--- src/rtl/stopwatch_ctrl_if.sv ---
// Button/tick inputs and display/status outputs of stopwatch_ctrl.
// The master drives the buttons and tick; the slave is the stopwatch itself.
interface stopwatch_ctrl_if;
  logic       start_stop;
  logic       clear;
  logic       lap;
  logic       second_tick;
  logic       timer_enable;
  logic [1:0] state;
  logic [5:0] disp_min;
  logic [5:0] disp_sec;
  logic       lap_active;
  logic       rollover;

  modport master (
    output start_stop, clear, lap, second_tick,
    input  timer_enable, state, disp_min, disp_sec, lap_active, rollover
  );
  modport slave (
    input  start_stop, clear, lap, second_tick,
    output timer_enable, state, disp_min, disp_sec, lap_active, rollover
  );
endinterface

--- src/rtl/stopwatch_ctrl.sv ---
// Stopwatch controller: run/pause/clear FSM with a min:sec count.
// Define STOPWATCH_LAP_EN to build the lap-freeze display snapshot.
module stopwatch_ctrl #(
  parameter int MAX_MINUTES = 59
) (
  input logic            clk,
  input logic            nrst,
  stopwatch_ctrl_if.slave bus
);
  typedef enum logic [1:0] {S_IDLE = 2'b00, S_RUN = 2'b01, S_PAUSE = 2'b10} state_t;

  localparam logic [5:0] LP_MAX_MIN = 6'(MAX_MINUTES);

  state_t     r_state, w_state_nxt;
  logic       r_ss_q, r_clr_q, r_armed;
  logic       w_ss_edge, w_clr_edge, w_tick_run, w_roll_nxt;
  logic [5:0] r_min, r_sec, w_min_nxt, w_sec_nxt;
  logic       r_rollover;

  // Edges are masked for the first cycle after reset so a button held
  // through reset release is absorbed into the history, not seen as a press.
  assign w_ss_edge  = r_armed & bus.start_stop & ~r_ss_q;
  assign w_clr_edge = r_armed & bus.clear & ~r_clr_q;
  assign w_tick_run = bus.second_tick & (r_state == S_RUN);

  always_comb begin
    w_state_nxt = r_state;
    if (w_clr_edge) begin
      w_state_nxt = S_IDLE;
    end else if (w_ss_edge) begin
      case (r_state)
        S_RUN:   w_state_nxt = S_PAUSE;
        default: w_state_nxt = S_RUN;
      endcase
    end
  end

  always_comb begin
    w_min_nxt  = r_min;
    w_sec_nxt  = r_sec;
    w_roll_nxt = 1'b0;
    if (w_clr_edge) begin
      w_min_nxt = '0;
      w_sec_nxt = '0;
    end else if (w_tick_run) begin
      if (r_sec == 6'd59) begin
        w_sec_nxt = '0;
        if (r_min == LP_MAX_MIN) begin
          w_min_nxt  = '0;
          w_roll_nxt = 1'b1;
        end else begin
          w_min_nxt = r_min + 6'd1;
        end
      end else begin
        w_sec_nxt = r_sec + 6'd1;
      end
    end
  end

  always_ff @(posedge clk) begin
    if (!nrst) begin
      r_state    <= S_IDLE;
      r_ss_q     <= 1'b0;
      r_clr_q    <= 1'b0;
      r_armed    <= 1'b0;
      r_min      <= '0;
      r_sec      <= '0;
      r_rollover <= 1'b0;
    end else begin
      r_state    <= w_state_nxt;
      r_ss_q     <= bus.start_stop;
      r_clr_q    <= bus.clear;
      r_armed    <= 1'b1;
      r_min      <= w_min_nxt;
      r_sec      <= w_sec_nxt;
      r_rollover <= w_roll_nxt;
    end
  end

  assign bus.timer_enable = (r_state == S_RUN);
  assign bus.state        = r_state;
  assign bus.rollover     = r_rollover;

`ifdef STOPWATCH_LAP_EN
  logic       r_lap_q, r_lap_active;
  logic [5:0] r_snap_min, r_snap_sec;
  logic       w_lap_edge;

  assign w_lap_edge = r_armed & bus.lap & ~r_lap_q;

  // Snapshot takes the pre-tick count; the live count keeps running.
  always_ff @(posedge clk) begin
    if (!nrst) begin
      r_lap_q      <= 1'b0;
      r_lap_active <= 1'b0;
      r_snap_min   <= '0;
      r_snap_sec   <= '0;
    end else begin
      r_lap_q <= bus.lap;
      if (w_clr_edge) begin
        r_lap_active <= 1'b0;
      end else if (w_lap_edge && r_state == S_RUN) begin
        r_lap_active <= ~r_lap_active;
        if (!r_lap_active) begin
          r_snap_min <= r_min;
          r_snap_sec <= r_sec;
        end
      end
    end
  end

  assign bus.lap_active = r_lap_active;
  assign bus.disp_min   = r_lap_active ? r_snap_min : r_min;
  assign bus.disp_sec   = r_lap_active ? r_snap_sec : r_sec;
`else
  logic w_unused_lap;
  assign w_unused_lap   = bus.lap;
  assign bus.lap_active = 1'b0;
  assign bus.disp_min   = r_min;
  assign bus.disp_sec   = r_sec;
`endif
endmodule

--- src/flat_wrapper.sv ---
// flat-port wrapper written by rule: the top's interface ports become plain ports
module stopwatch_ctrl_flat 
#(
  parameter int MAX_MINUTES = 59
)
  (clk, nrst, bus_start_stop, bus_clear, bus_lap, bus_second_tick, bus_timer_enable, bus_state, bus_disp_min, bus_disp_sec, bus_lap_active, bus_rollover);
  stopwatch_ctrl_if bus_i ();
  input logic clk;
  input logic nrst;
  input wire logic [$bits(bus_i.start_stop)-1:0] bus_start_stop;
  input wire logic [$bits(bus_i.clear)-1:0] bus_clear;
  input wire logic [$bits(bus_i.lap)-1:0] bus_lap;
  input wire logic [$bits(bus_i.second_tick)-1:0] bus_second_tick;
  output wire logic [$bits(bus_i.timer_enable)-1:0] bus_timer_enable;
  output wire logic [$bits(bus_i.state)-1:0] bus_state;
  output wire logic [$bits(bus_i.disp_min)-1:0] bus_disp_min;
  output wire logic [$bits(bus_i.disp_sec)-1:0] bus_disp_sec;
  output wire logic [$bits(bus_i.lap_active)-1:0] bus_lap_active;
  output wire logic [$bits(bus_i.rollover)-1:0] bus_rollover;
  assign bus_i.start_stop = bus_start_stop;
  assign bus_i.clear = bus_clear;
  assign bus_i.lap = bus_lap;
  assign bus_i.second_tick = bus_second_tick;
  assign bus_timer_enable = bus_i.timer_enable;
  assign bus_state = bus_i.state;
  assign bus_disp_min = bus_i.disp_min;
  assign bus_disp_sec = bus_i.disp_sec;
  assign bus_lap_active = bus_i.lap_active;
  assign bus_rollover = bus_i.rollover;
  stopwatch_ctrl #(.MAX_MINUTES(MAX_MINUTES)) u_core (.clk(clk), .nrst(nrst), .bus(bus_i));
endmodule
--- config.mk ---
export PLATFORM = sky130hd
export DESIGN_NAME = stopwatch_ctrl_flat
export DESIGN_NICKNAME = d
export VERILOG_FILES = /design/src/rtl/stopwatch_ctrl_if.sv /design/src/rtl/stopwatch_ctrl.sv /design/src/flat_wrapper.sv
export SDC_FILE = /design/constraint.sdc
export NUM_CORES = 1
export LEC_CHECK = 0
export ABC_CLOCK_PERIOD_IN_PS = 3870
export CORE_ASPECT_RATIO = 1.2
export CORE_UTILIZATION = 40
export DETAILED_ROUTE_END_ITERATION = 10
export PLACE_DENSITY_LB_ADDON = 0.15
export SYNTH_ARGS = -nofsm -noshare
export SYNTH_HDL_FRONTEND = slang
export SYNTH_SLANG_ARGS = --single-unit
--- constraint.sdc ---
create_clock -name clk -period 3.87 [get_ports clk]
set_clock_uncertainty 0.15 [all_clocks]
set_input_delay 0.387 -clock clk [delete_from_list [all_inputs] [get_ports clk]]
set_output_delay 0.387 -clock clk [all_outputs]
set_load 0.05 [all_outputs]
==> impl_metrics.tcl <==
set metrics [dict create \
    ys_seq_elements 18 \
    syn2layout_area_growth_pct 31.9 \
    synth.top_cell.area_share_pct 45.5 \
    htree_levels 1 \
    core-area_um2 1850 \
    critPathMaxFanout 5 \
    cts_tree "yes" \
    post_cts_resized 0 \
    worst_slew_pin_slew_ns 0.502 \
    slowest_delay_ns 0.83 \
    clk_latency_ns 0.29 \
    cp.arrival_ns 1.76 \
    outcome "complete, no violations" \
    cp-start-kind "flop" \
    setup-violations-final 0 \
    cts_max_path_buffers 2 \
    fmax_ghz 0.436 \
    hold_class "flop to flop" \
    powerDensity_nw_per_um2 316 \
    ff_latch_area_um2 360 \
    dieHeight_um 50.7 \
    syn_inst 82 \
    ys_warn_count 0 \
    port_buffers 20 \
    viasPerCell 4.98 \
    design_area_um2 1040 \
    ir_drop_uv 247 \
    path_cells "nor2b_1, clkdlybuf4s50_1" \
    drive_above_1_share_pct 10.5 \
    postSynthAreaPerCell_um2 9.66 \
    cts_buffers 3 \
    num_io_pins 23 \
    cp_slowest_cell "clkdlybuf4s50_1" \
    placed_area_um2 1010 \
    remaining_drc_errors 0 \
    tns_ns 0 \
    layout_worst_path_cycle_share_pct 59.2 \
    r2r_start "u_core.bus.disp_min[0]$_SDFFE_PP0P_" \
    grtUsageMet1_pct 17.9 \
    yosys.cell_types.count 27 \
    fp-row-count 17 \
    gp_congestion 0.753 \
    yosys.area.top_type "dfxtp_1" \
    post_drt_wl_per_cell_um 11.2 \
    endpoint_kind "primary output" \
    grt_pass1_vias 598 \
    dieWidth_um 42.6 \
    syn-cell-area_um2 792 \
    p_leak_uw 0.000404 \
    crit_start "u_core.bus.state[0]$_SDFFE_PP0P_" \
    final_util_pct 56.5 \
    fin_crit_ns 2.29 \
    dr.pass1.iters 4 \
    synth-seq-area-share_pct 45.5 \
    root_buffer "clkbuf_4" \
    dieArea_um2 2160 \
    place_hpwl_um 1070 \
    cap_violations 0 \
    r2r_cells 5 \
    rsz0062_at_grt "no" \
    postCtsSetupBuffers 0 \
    power_uw 330 \
    finalHoldViolations 0 \
    clk_pin_slew_ns 0.09 \
    fillers 181 \
    start_util_pct 42.8 \
    hold_buffers 0 \
    overflow 0 \
    cp-endpoint "bus_timer_enable" \
    critPathRequiredTime_ns 3.33 \
    drv_slew 0 \
    grt_pass1_wl_um 2550 \
    antennaDiodeCount 0 \
    max_slew_margin_pct 66.4 \
    grtUsageMet2_pct 26.3 \
    syn_nets 90 \
    grt_max_degree 11 \
    synth_area_leaders "dfxtp_1, xnor2_1, nor2_1, nand4b_4, nand2_1" \
    rrSetupSlack_ns 2.16 \
    grtUsageMet3_pct 2.16 \
    critPathKind "flop to primary output" \
    drt_iter0_drc 5 \
    vias 618 \
    drtAntennaViolNets 0 \
    gr-usage-all-layers_pct 15.2 \
    wl_um 1390 \
    r2r-end "u_core.bus.disp_min[0]$_SDFFE_PP0P_" \
    antenna_found_initial 0 \
    grt-busiest-layer "met2" \
    cts.sinks 18 \
    multiInputGateArea_um2 420 \
    nets 114 \
]
==> power breakdown <==
part,switching [uW],internal (uW)
Combinational,16.2,10.7
Sequential,2.29,188
Clock,55.3,57.3
==> metrics by stage <==
stage	hold WS, ns	setup slack (ns)	instances
finish	0.355	1.58	124
global route	0.398	1.50	124
CTS	0.365	1.57	124
detailed placement	0.347	1.83	120
global placement	0.343	1.85	120
floorplan	0.265	1.76	82
==> worst min-delay path by stage <==
stage	from	endpoint	slack [ns]	cells past startpoint
final	u_core.bus.disp_min[1]$_SDFFE_PP0P_	u_core.bus.disp_min[1]$_SDFFE_PP0P_	0.36	2
after global routing	u_core.bus.disp_min[1]$_SDFFE_PP0P_	u_core.bus.disp_min[1]$_SDFFE_PP0P_	0.40	2
after detailed placement	u_core.bus.disp_min[1]$_SDFFE_PP0P_	u_core.bus.disp_min[1]$_SDFFE_PP0P_	0.35	2
after floorplan	nrst	u_core.r_armed$_DFF_P_	0.26	0
after CTS	u_core.bus.disp_min[1]$_SDFFE_PP0P_	u_core.bus.disp_min[1]$_SDFFE_PP0P_	0.36	2
after global placement	u_core.bus.disp_min[1]$_SDFFE_PP0P_	u_core.bus.disp_min[1]$_SDFFE_PP0P_	0.34	2
==> cells in the final DEF (no fill, tap or decap), drive strengths merged, types with 2 or more instances in the layout <==
| cell | netlist | routed |
|---|---|---|
| a21oi | 2 | 2 |
| and2 | 2 | 2 |
| clkbuf | 0 | 4 |
| clkdlybuf4s50 | 0 | 20 |
| dfxtp | 18 | 18 |
| ha | 2 | 2 |
| nand2 | 8 | 8 |
| nand3 | 3 | 3 |
| nand4b | 2 | 2 |
| nor2 | 16 | 16 |
| nor3 | 5 | 5 |
| o21ai | 2 | 2 |
| xnor2 | 8 | 8 |
| xor2 | 2 | 2 |
==> routing by layer <==
| layer | vias up | wire [um] |
|---|---|---|
| met5 | - | 0 |
| li1 | 318 | - |
| met1 | 284 | 626 |
| met3 | 2 | 60 |
| met4 | 0 | 12 |
| met2 | 14 | 690 |
==> logic make-up (layout without fill, tap and decap cells) <==
logic type | after synthesis | count (layout) | synth area share [%]
adder cells (fa/ha/maj) | 2 | 2 | 3.16
AND/OR/NAND/NOR | 43 | 43 | 32.2
flip-flops | 18 | 18 | 45.5
AO/OA/AOI/OAI | 5 | 5 | 4.90
buffers and inverters | 2 | 25 | 1.42
multiplexers | 1 | 1 | 1.26
XOR/XNOR | 10 | 10 | 11.1
other | 1 | 1 | 0.473
==> cells in the mapped netlist <==
library cell   n
inv_1          1
xor2_1         2
nand2_1        7
ha_1           2
xnor2_1        8
nor3b_1        1
o21bai_4       1
nand2_2        1
or2_1          1
o21ai_0        1
nand3_1        3
nor2_2         1
nor2_1        15
mux2i_1        1
and2_1         2
nor4_2         1
o21ai_1        1
dfxtp_1       18
conb_1         1
nand2b_1       1
nand3b_1       1
nor3_1         5
a21oi_1        2
buf_4          1
nand4b_4       2
or4b_4         1
nor2b_1        1
==> critical path, delay by kind of cell (launching register included) <==
family,cells,cell delay [ns]
buffers and inverters,1,0.83
flip-flops,1,0.44
AND/OR/NAND/NOR,1,0.20
==> sequential cells by signal, indices dropped and copies added, names as in the netlist <==
| name | cells |
|---|---|
| u_core.bus.rollover | 1 |
| u_core.r_armed | 1 |
| u_core.r_clr_q | 1 |
| u_core.bus.disp_min | 6 |
| u_core.r_ss_q | 1 |
| u_core.bus.state | 2 |
| u_core.bus.disp_sec | 6 |
==> layout make-up <==
| type | count | area share [%] |
|---|---|---|
| inverter | 1 | 0.359 |
| tap | 19 | 2.28 |
| clock buffer | 4 | 3.47 |
| sequential | 18 | 34.5 |
| timing repair buffer | 20 | 19.2 |
| multi-input combinational | 62 | 40.2 |
Power figures use the tool's default switching activity.
